==> config.mk <==
export PLATFORM = sky130hd
export DESIGN_NAME = stack_ctrl_flat
export DESIGN_NICKNAME = d
export VERILOG_FILES = /design/src/rtl/stack_ctrl_if.sv /design/src/rtl/stack_ctrl.sv /design/src/flat_wrapper.sv
export SDC_FILE = /design/constraint.sdc
export NUM_CORES = 1
export LEC_CHECK = 0
export CAP_MARGIN = 0
export CORE_ASPECT_RATIO = 0.5
export CORE_UTILIZATION = 40
export CTS_CLUSTER_DIAMETER = 40
export DETAILED_ROUTE_END_ITERATION = 10
export PLACE_DENSITY = 0.74
export RECOVER_POWER = 50
export SLEW_MARGIN = 10
export SYNTH_ARGS = -nofsm -noshare
export SYNTH_HDL_FRONTEND = slang
export SYNTH_SLANG_ARGS = --single-unit
==> constraint.sdc <==
create_clock -name clk -period 10.27 [get_ports clk]
set_clock_uncertainty 0.1 [all_clocks]
set_input_delay 1.027 -clock clk [delete_from_list [all_inputs] [get_ports clk]]
set_output_delay 1.027 -clock clk [all_outputs]
set_load 0.01 [all_outputs]
==> src/rtl/stack_ctrl_if.sv <==
// Command/stack/result signal bundle for stack_ctrl.
// The slave modport is the controller; the master modport is whoever drives commands and models the stack.
interface stack_ctrl_if #(
  parameter int DATA_W = 32
);
  logic              cmd_valid;
  logic              cmd_ready;
  logic [2:0]        cmd_op;
  logic [DATA_W-1:0] cmd_data;
  logic              stk_push;
  logic              stk_pop;
  logic [DATA_W-1:0] stk_data;
  logic [DATA_W-1:0] stk_top;
  logic [DATA_W-1:0] stk_top_m1;
  logic              stk_full;
  logic              stk_empty;
  logic [5:0]        stk_ptr;
  logic [DATA_W-1:0] result;
  logic              result_valid;
  logic              error;
  logic              busy;

  modport slave (
    input  cmd_valid, cmd_op, cmd_data, stk_top, stk_top_m1, stk_full, stk_empty, stk_ptr,
    output cmd_ready, stk_push, stk_pop, stk_data, result, result_valid, error, busy
  );

  modport master (
    output cmd_valid, cmd_op, cmd_data, stk_top, stk_top_m1, stk_full, stk_empty, stk_ptr,
    input  cmd_ready, stk_push, stk_pop, stk_data, result, result_valid, error, busy
  );
endinterface

==> src/rtl/stack_ctrl.sv <==
// Stack-machine command sequencer: turns one accepted command into pop/push strobes
// on an external stack and reports a registered result with an error flag.
module stack_ctrl #(
  parameter int DATA_W = 32
) (
  input logic         clk,
  input logic         rst,
  stack_ctrl_if.slave bus
);

  localparam logic [2:0] OP_PUSH = 3'b000;
  localparam logic [2:0] OP_POP  = 3'b001;
  localparam logic [2:0] OP_ADD  = 3'b010;
  localparam logic [2:0] OP_SUB  = 3'b011;
  localparam logic [2:0] OP_AND  = 3'b100;
  localparam logic [2:0] OP_OR   = 3'b101;
  localparam logic [2:0] OP_DUP  = 3'b110;
  localparam logic [2:0] OP_CLR  = 3'b111;

  typedef enum logic [2:0] {IDLE, POP_A, POP_B, PUSH, CLR, DONE} state_t;

  state_t            state;
  state_t            next_state;
  logic [2:0]        op_q;
  logic [DATA_W-1:0] data_q;
  logic [DATA_W-1:0] a_q;
  logic [DATA_W-1:0] b_q;
  logic              accept;
  logic              fault;
  logic [DATA_W-1:0] res_val;

  // Modulo-2^W arithmetic: carry and borrow simply fall off the top.
  function automatic logic [DATA_W-1:0] alu(input logic [2:0] op,
                                            input logic [DATA_W-1:0] a,
                                            input logic [DATA_W-1:0] b);
    case (op)
      OP_ADD:  return a + b;
      OP_SUB:  return a - b;
      OP_AND:  return a & b;
      OP_OR:   return a | b;
      default: return '0;
    endcase
  endfunction

  assign accept = bus.cmd_valid && bus.cmd_ready;

  always_comb begin
    fault = 1'b0;
    case (bus.cmd_op)
      OP_PUSH:                        fault = bus.stk_full;
      OP_POP:                         fault = bus.stk_empty;
      OP_DUP:                         fault = bus.stk_full || bus.stk_empty;
      OP_ADD, OP_SUB, OP_AND, OP_OR:  fault = (bus.stk_ptr < 6'd2);
      default:                        fault = 1'b0;
    endcase
  end

  // Operand capture at accept; A is the entry below the top, B is the top.
  always_ff @(posedge clk) begin
    if (accept) begin
      op_q   <= bus.cmd_op;
      data_q <= bus.cmd_data;
      a_q    <= bus.stk_top_m1;
      b_q    <= bus.stk_top;
    end
  end

  always_comb begin
    case (op_q)
      OP_PUSH:        res_val = data_q;
      OP_POP, OP_DUP: res_val = b_q;
      OP_CLR:         res_val = '0;
      default:        res_val = alu(op_q, a_q, b_q);
    endcase
  end

  always_ff @(posedge clk or posedge rst) begin
    if (rst) state <= IDLE;
    else     state <= next_state;
  end

  always_comb begin
    next_state = state;
    case (state)
      IDLE: begin
        if (accept) begin
          if (fault) next_state = DONE;
          else begin
            case (bus.cmd_op)
              OP_PUSH, OP_DUP: next_state = PUSH;
              OP_CLR:          next_state = CLR;
              default:         next_state = POP_A;
            endcase
          end
        end
      end
      POP_A:   next_state = (op_q == OP_POP) ? DONE : POP_B;
      POP_B:   next_state = PUSH;
      PUSH:    next_state = DONE;
      CLR:     next_state = bus.stk_empty ? DONE : CLR;
      DONE:    next_state = IDLE;
      default: next_state = IDLE;
    endcase
  end

  // Gating cmd_ready with rst keeps it low for the whole reset window even though state sits in IDLE.
  always_comb begin
    bus.cmd_ready    = (state == IDLE) && !rst;
    bus.busy         = (state != IDLE);
    bus.result_valid = (state == DONE);
    bus.stk_push     = (state == PUSH);
    bus.stk_pop      = (state == POP_A) || (state == POP_B) || ((state == CLR) && !bus.stk_empty);
    bus.stk_data     = (state == PUSH) ? res_val : '0;
  end

  // Result and error are loaded on the edge entering DONE and held until the next DONE.
  always_ff @(posedge clk or posedge rst) begin
    if (rst) begin
      bus.result <= '0;
      bus.error  <= 1'b0;
    end else if (accept && fault) begin
      bus.result <= '0;
      bus.error  <= 1'b1;
    end else if ((state != IDLE) && (state != DONE) && (next_state == DONE)) begin
      bus.result <= res_val;
      bus.error  <= 1'b0;
    end
  end

endmodule

==> src/flat_wrapper.sv <==
// flat-port wrapper written by rule: the top's interface ports become plain ports
module stack_ctrl_flat 
#(
  parameter int DATA_W = 32
)
  (clk, rst, bus_cmd_valid, bus_cmd_op, bus_cmd_data, bus_stk_top, bus_stk_top_m1, bus_stk_full, bus_stk_empty, bus_stk_ptr, bus_cmd_ready, bus_stk_push, bus_stk_pop, bus_stk_data, bus_result, bus_result_valid, bus_error, bus_busy);
  stack_ctrl_if #(.DATA_W(DATA_W)) bus_i ();
  input logic clk;
  input logic rst;
  input wire logic [$bits(bus_i.cmd_valid)-1:0] bus_cmd_valid;
  input wire logic [$bits(bus_i.cmd_op)-1:0] bus_cmd_op;
  input wire logic [$bits(bus_i.cmd_data)-1:0] bus_cmd_data;
  input wire logic [$bits(bus_i.stk_top)-1:0] bus_stk_top;
  input wire logic [$bits(bus_i.stk_top_m1)-1:0] bus_stk_top_m1;
  input wire logic [$bits(bus_i.stk_full)-1:0] bus_stk_full;
  input wire logic [$bits(bus_i.stk_empty)-1:0] bus_stk_empty;
  input wire logic [$bits(bus_i.stk_ptr)-1:0] bus_stk_ptr;
  output wire logic [$bits(bus_i.cmd_ready)-1:0] bus_cmd_ready;
  output wire logic [$bits(bus_i.stk_push)-1:0] bus_stk_push;
  output wire logic [$bits(bus_i.stk_pop)-1:0] bus_stk_pop;
  output wire logic [$bits(bus_i.stk_data)-1:0] bus_stk_data;
  output wire logic [$bits(bus_i.result)-1:0] bus_result;
  output wire logic [$bits(bus_i.result_valid)-1:0] bus_result_valid;
  output wire logic [$bits(bus_i.error)-1:0] bus_error;
  output wire logic [$bits(bus_i.busy)-1:0] bus_busy;
  assign bus_i.cmd_valid = bus_cmd_valid;
  assign bus_i.cmd_op = bus_cmd_op;
  assign bus_i.cmd_data = bus_cmd_data;
  assign bus_i.stk_top = bus_stk_top;
  assign bus_i.stk_top_m1 = bus_stk_top_m1;
  assign bus_i.stk_full = bus_stk_full;
  assign bus_i.stk_empty = bus_stk_empty;
  assign bus_i.stk_ptr = bus_stk_ptr;
  assign bus_cmd_ready = bus_i.cmd_ready;
  assign bus_stk_push = bus_i.stk_push;
  assign bus_stk_pop = bus_i.stk_pop;
  assign bus_stk_data = bus_i.stk_data;
  assign bus_result = bus_i.result;
  assign bus_result_valid = bus_i.result_valid;
  assign bus_error = bus_i.error;
  assign bus_busy = bus_i.busy;
  stack_ctrl #(.DATA_W(DATA_W)) u_core (.clk(clk), .rst(rst), .bus(bus_i));
endmodule
### After elaboration in Yosys (flattened, before gate mapping)

Cells that the tools add are included.
Widths: inputs -> output; s select.

* add/subtract/negate cells: 2
* multipliers: 0
* divide/modulo/power cells: 0
* order comparisons: 1
* equality and inequality tests: 21
* shift-type cells: 0
* muxes and demuxes: 14
* bitwise operators: 2
* reductions and logical operators: 19

Operator list (count)
* $pmux 32 s4: 1
* $mux 32: 3
* $pmux 32 s3: 1
* $eq 3x3->1 const B: 11
* $add 32x32->32: 1
* $and 32x32->32: 1
* $or 32x32->32: 1
* $sub 32x32->32: 1
* $eq 3x2->1 const B: 6
* $pmux 3 s5: 1
* $eq 3x1->1 const B: 3
* $logic_not 3->1: 3
* $mux 3: 3
* $logic_and 1x1->1: 6
* $lt 6x2->1 const B: 1
* $pmux 3 s2: 1
* $pmux 1 s4: 1
* $reduce_or 2->1: 2
* $reduce_or 4->1: 1
* $logic_or 1x1->1: 3
* $mux 1: 3
* $ne 3x3->1 const B: 1
* $reduce_bool 3->1: 1
* $logic_not 1->1: 2
* $reduce_bool 2->1: 1

* register bits: 135
* bits in latches: 0
* memory bits (writable): 0
* ROM bits: 0
* bits of input ports: 110
* output and inout port bits: 70
* logic and storage cells: 66
* memories kept: 0

### Depth between registers and ports, before layout

* depth in word-level cells: 10
* depth in mapped cells: 19
* gate-level depth less buffers: 17

### Least setup slack after synthesis

No wires, ideal clock.

* path kind: flip-flop to output port
* from: reg u_core.b_q[4]
* to: out bus_stk_data[30]
* arrival: 4.037 ns
* required time: 9.143 ns
* path slack: 5.106 ns
* stages on the path, launching flop included: 19
* buffers on the path: 1
* cell sequence: edfxtp_1 or4_4 or3_4 nor3_4 nand3b_4 nor2_4 nand3_4 o21ai_0 xor2_1 ha_1 clkbuf_1 nand2_1 o21ai_0 or4_1 a31oi_1 nand3_1 mux2i_1 a211oi_1 nor3_1

* word-level cells in the longest chain between the ends: 4
* elaborated cells between the ends (all ways): 5
* those cells by class: add/sub (2); mux (3)

RTL lines
* start, declared: line stack_ctrl.sv:27 `logic [DATA_W-1:0] b_q;`
* start signal, assigned: line stack_ctrl.sv:64 `b_q <= bus.stk_top;`
* $sub 32x32->32 or $add 32x32->32 (tied branches): line stack_ctrl.sv:38, stack_ctrl.sv:37
* $pmux 32 s4 *: line stack_ctrl.sv:36 `case (op)`
* $pmux 32 s3 *: line stack_ctrl.sv:69 `case (op_q)`
* $mux 32 *: line stack_ctrl.sv:113 `bus.stk_data = (state == PUSH) ? res_val : '0;`
* end, declared: line flat_wrapper.sv:21 `output wire logic [$bits(bus_i.stk_data)-1:0] bus_stk_data;`

Every way passes the cells marked *; elsewhere a longest branch is shown, timed or not.

### Worst setup path after layout

* from: reg u_core.op_q[1]
* to: out bus_stk_data[29]

* word-level cells in the longest chain between the ends: 4
* elaborated cells between the ends (all ways): 12
* those cells by class: eq/ne (7); mux (3); reduce/logical (2)

RTL lines
* start, declared: line stack_ctrl.sv:24 `logic [2:0] op_q;`
* start signal, assigned: line stack_ctrl.sv:61 `op_q <= bus.cmd_op;`
* $eq 3x3->1 (tied with other cells): line stack_ctrl.sv:36
* $pmux 32 s4 or $reduce_or 2->1 (tied branches)
* $pmux 32 s3 *: line stack_ctrl.sv:69
* $mux 32 *: line stack_ctrl.sv:113

Marked as above.

==> summary.txt <==
Routing
  • Routed wire length: slightly below 30 mm
  • Post-DRT Antenna Nets: 0
  • First DRT Iteration DRCs: between 800 and 900
  • Vias: around 7,900
  • Residual DRC: 0
  • Routed vias/inst: about 6.0
  • Pre-antenna DRT Iters: 6
  • WL per Instance: 22.57 um

Floorplan
  • Width of the die: 209.6 um
  • I/O pin count: 180
  • Die Y: around 110 um
  • Die area: ~0.022 sq mm
  • CORE AREA: between 0.02 and 0.025 sq mm
  • Initial core utilization: slightly above 40%
  • Row count: 37

Clocking
  • Maximum root-to-sink buffer count: 2
  • Clock latency on the worst-skew pair: about 0.44 ns
  • CTS clk-pin slew, worst paths: 0.06 ns
  • Setup bufs post-CTS: 0
  • Sink Count: 135
  • CTS Root Buffer Type: clkbuf_16
  • PostCTS Resize Cnt: 0
  • H-tree levels: 4
  • TritonCTS Buffers: 17
  • Hold Buf Count CTS: 0
  • CTS tree: yes

Placement
  • Input/output buffers: roughly 180
  • DP HPWL: 22.27 mm
  • GPL Wtd Cong: 0.9441

Global routing
  • Initial antenna violation count: 0
  • Gr ovfl total: 0
  • Vias in the first global route: slightly above 7,000
  • First-pass GRT wire length: ~44 mm
  • GRT Resource Usage Total: ~27%
  • Largest net degree at the start of global routing: between 60 and 70

Critical path
  • Setup CP Type: reg2out
  • Crit path capture type: primary output
  • CP Launch Type: flop
  • CP Max Fanout: 19
  • CP required: between 9 and 10 ns
  • Arrival time worst endpoint: slightly above 6 ns

Timing
  • Final worst-path cycle share: between 70 and 80%
  • Max Freq: about 140 MHz
  • Slew @ Worst Pin: around 2.4 ns
  • Crit path time final: 7.240 ns
  • Final setup violating endpoints: 0
  • Final Max Slew Viols: a little under 90
  • Hold Violations, Final: 0
  • Post-route setup TNS: 0 ns
  • RSZ-0062 raised after global routing: no
  • Slew headroom: -57.65%
  • Min Hold Slack: about 0.37 ns

Pwr
  • Total power: between 2 and 2.5 mW
  • Leakage: ~4.5 nW
  • Peak supply drop: ~110 uV
  • Power density cells: roughly 210 mW/mm^2

Final layout
  • Register area: roughly 0.0039 sq mm
  • Layout cells sized above 1: ~5.9%
  • # fillers: around 1,900
  • Synth-to-layout area growth: 29.37%
  • Finished Core Util: between 50% and 60%
  • Multi-input combinational cell area: 0.004432 sq mm
  • Inserted Diodes: 0
  • Final net count: 1,171

Job
  • Max-Cap Viols: 2

Status
  • Failing checks: max-capacitance violations, max-slew violations
  • Status: complete, but fails checks

Logic synthesis
  • Synth Register Bits: around 140
  • Yosys cell types: between 70 and 80
  • Post-synth EDFFs: 99
  • Sequential share of the synthesized area: 44.95%
  • Synth Instances: slightly below 900
  • Asr flop ratio synth: between 20% and 30%
  • Ys flop type: edfxtp_1
  • Synthesized Nets: 1,024
  • Mapped cell area: around 0.0086 sq mm
  • Syn_area_per_cell: 9.816 sq um
  • Yosys warning count: 0

Hold path
  • Worst Hold Class: reg2reg
## Yosys cell counts, types with 7 or more instances
master    count  area share, %
edfxtp_1     99             34
o211ai_1      7           0.61
o21ai_0      43            2.5
nor4_1        8           0.58
nand3_1      37            2.1
o31ai_1      14            1.2
xnor2_1      23            2.3
a21o_1       40            3.5
inv_1        22           0.96
nor2_1       48            2.1
nand4_1      12           0.87
and2_1       15            1.1
a21oi_1      85            4.9
a221o_1      27            3.1
ha_1         35            5.1
nand2_1      78            3.4
dfrtp_1      36             10
xor2_1       27            2.7
nor3_1       28            1.6
clkbuf_1     52            2.3
or3_1         8           0.58
a221oi_1     21            2.1
and3_1       11           0.80
## cell type report
cell class,count,share of cell area [%]
Tap cell,273,3.064
Multi-Input combinational cell,661,39.75
Sequential cell,135,34.74
Clock inverter,9,0.5274
Clock buffer,22,4.545
Timing Repair Buffer,188,16.62
Inverter,22,0.7519
## per-stage QoR
stage / area [sq um] / std cells / setup slack, ns
2_1_floorplan: 8618 / 878 / 5.106
3_3_place_gp: 10590 / 1279 / 3.742
3_5_place_dp: 10590 / 1279 / 3.729
4_1_cts: 11150 / 1310 / 3.229
5_1_grt: 11150 / 1310 / 2.763
6_report: 11150 / 1310 / 3.030
## report_power, final
part	switching, mW	leakage, nW	internal, mW
sequential	0.0874	1.37	0.705
combinational	0.540	2.81	0.385
clock	0.241	0.288	0.349
total	0.869	4.46	1.44
## kinds of logic after synthesis
logic type,count (synthesis),share of synthesized area [%]
AOI/OAI and AO/OA,299,24.41
xor gates and xnor gates,50,5.081
adders and majority gates,36,5.314
buffers and inverters,82,3.833
DFF,135,44.95
muxes,2,0.2323
and+or+nand+nor,274,16.19
## final timing paths
check	from	cells past startpoint	end	slack, ns
max	u_core.op_q[1]$_DFFE_PP_	13	bus_stk_data[29]	3.03
min	u_core.bus.error$_DFFE_PP0P_	2	u_core.bus.error$_DFFE_PP0P_	0.37
min reg2reg	u_core.bus.error$_DFFE_PP0P_	2	u_core.bus.error$_DFFE_PP0P_	0.37
max reg2reg	u_core.op_q[1]$_DFFE_PP_	12	u_core.bus.result[29]$_DFFE_PP0P_	5.01
max in group asynchronous	rst	3	u_core.bus.result[26]$_DFFE_PP0P_	7.24
min in group asynchronous	rst	3	u_core.state[1]$_DFF_PP0_	1.69
## cell usage in the layout (no fill, tap or decap), drive strengths merged, types with 5 or more instances in the layout
cell           instances
buf                    9
nand4                 12
a211oi                 6
nand2                 78
nand2b                 5
edfxtp                99
or3                    9
dfrtp                 36
ha                    35
nor2                  49
nor3                  29
a21o                  40
a221oi                21
clkdlybuf4s50         45
and2                  15
o41ai                  5
xnor2                 23
nor4                  10
o211ai                 8
xor2                  27
nand3b                 5
a31oi                  5
o31ai                 14
a22o                   6
dlygate4sd3          133
o21a                   6
a21oi                 85
clkbuf                23
inv                   27
a221o                 28
o21ai                 46
nand3                 38
and3                  11
## registers in the layout, summed over array words and instances, names as in the netlist
signal and cells:
u_core.bus.error 1, u_core.bus.result 32, u_core.b_q 32, u_core.op_q 3, u_core.state 3, u_core.a_q 32
u_core.data_q 32
## per-layer routing
| metal | part of all wire (%) | vias up | track usage [%] |
|---|---|---|---|
| met5 | 0 | - | 0 |
| li1 | - | 3648 | - |
| met2 | 39 | 389 | 34.64 |
| met4 | 1.3 | 0 | 6.882 |
| met1 | 49 | 3844 | 43.75 |
| met3 | 11 | 37 | 6.168 |
## critical path: stages, from the launching register on
cell and delay [ns]:
edfxtp_1 0.59, nand3_1 0.87, o21ai_0 0.67, inv_1 0.09, ha_1 0.29, nand2b_1 0.07
a21oi_1 0.39, o211ai_2 0.25, a2111oi_0 0.85, o21ai_0 0.37, nand3_1 0.16, nor3b_1 0.32
o211a_1 0.20, clkdlybuf4s50_1 0.56
Power figures use the tool's default switching activity.
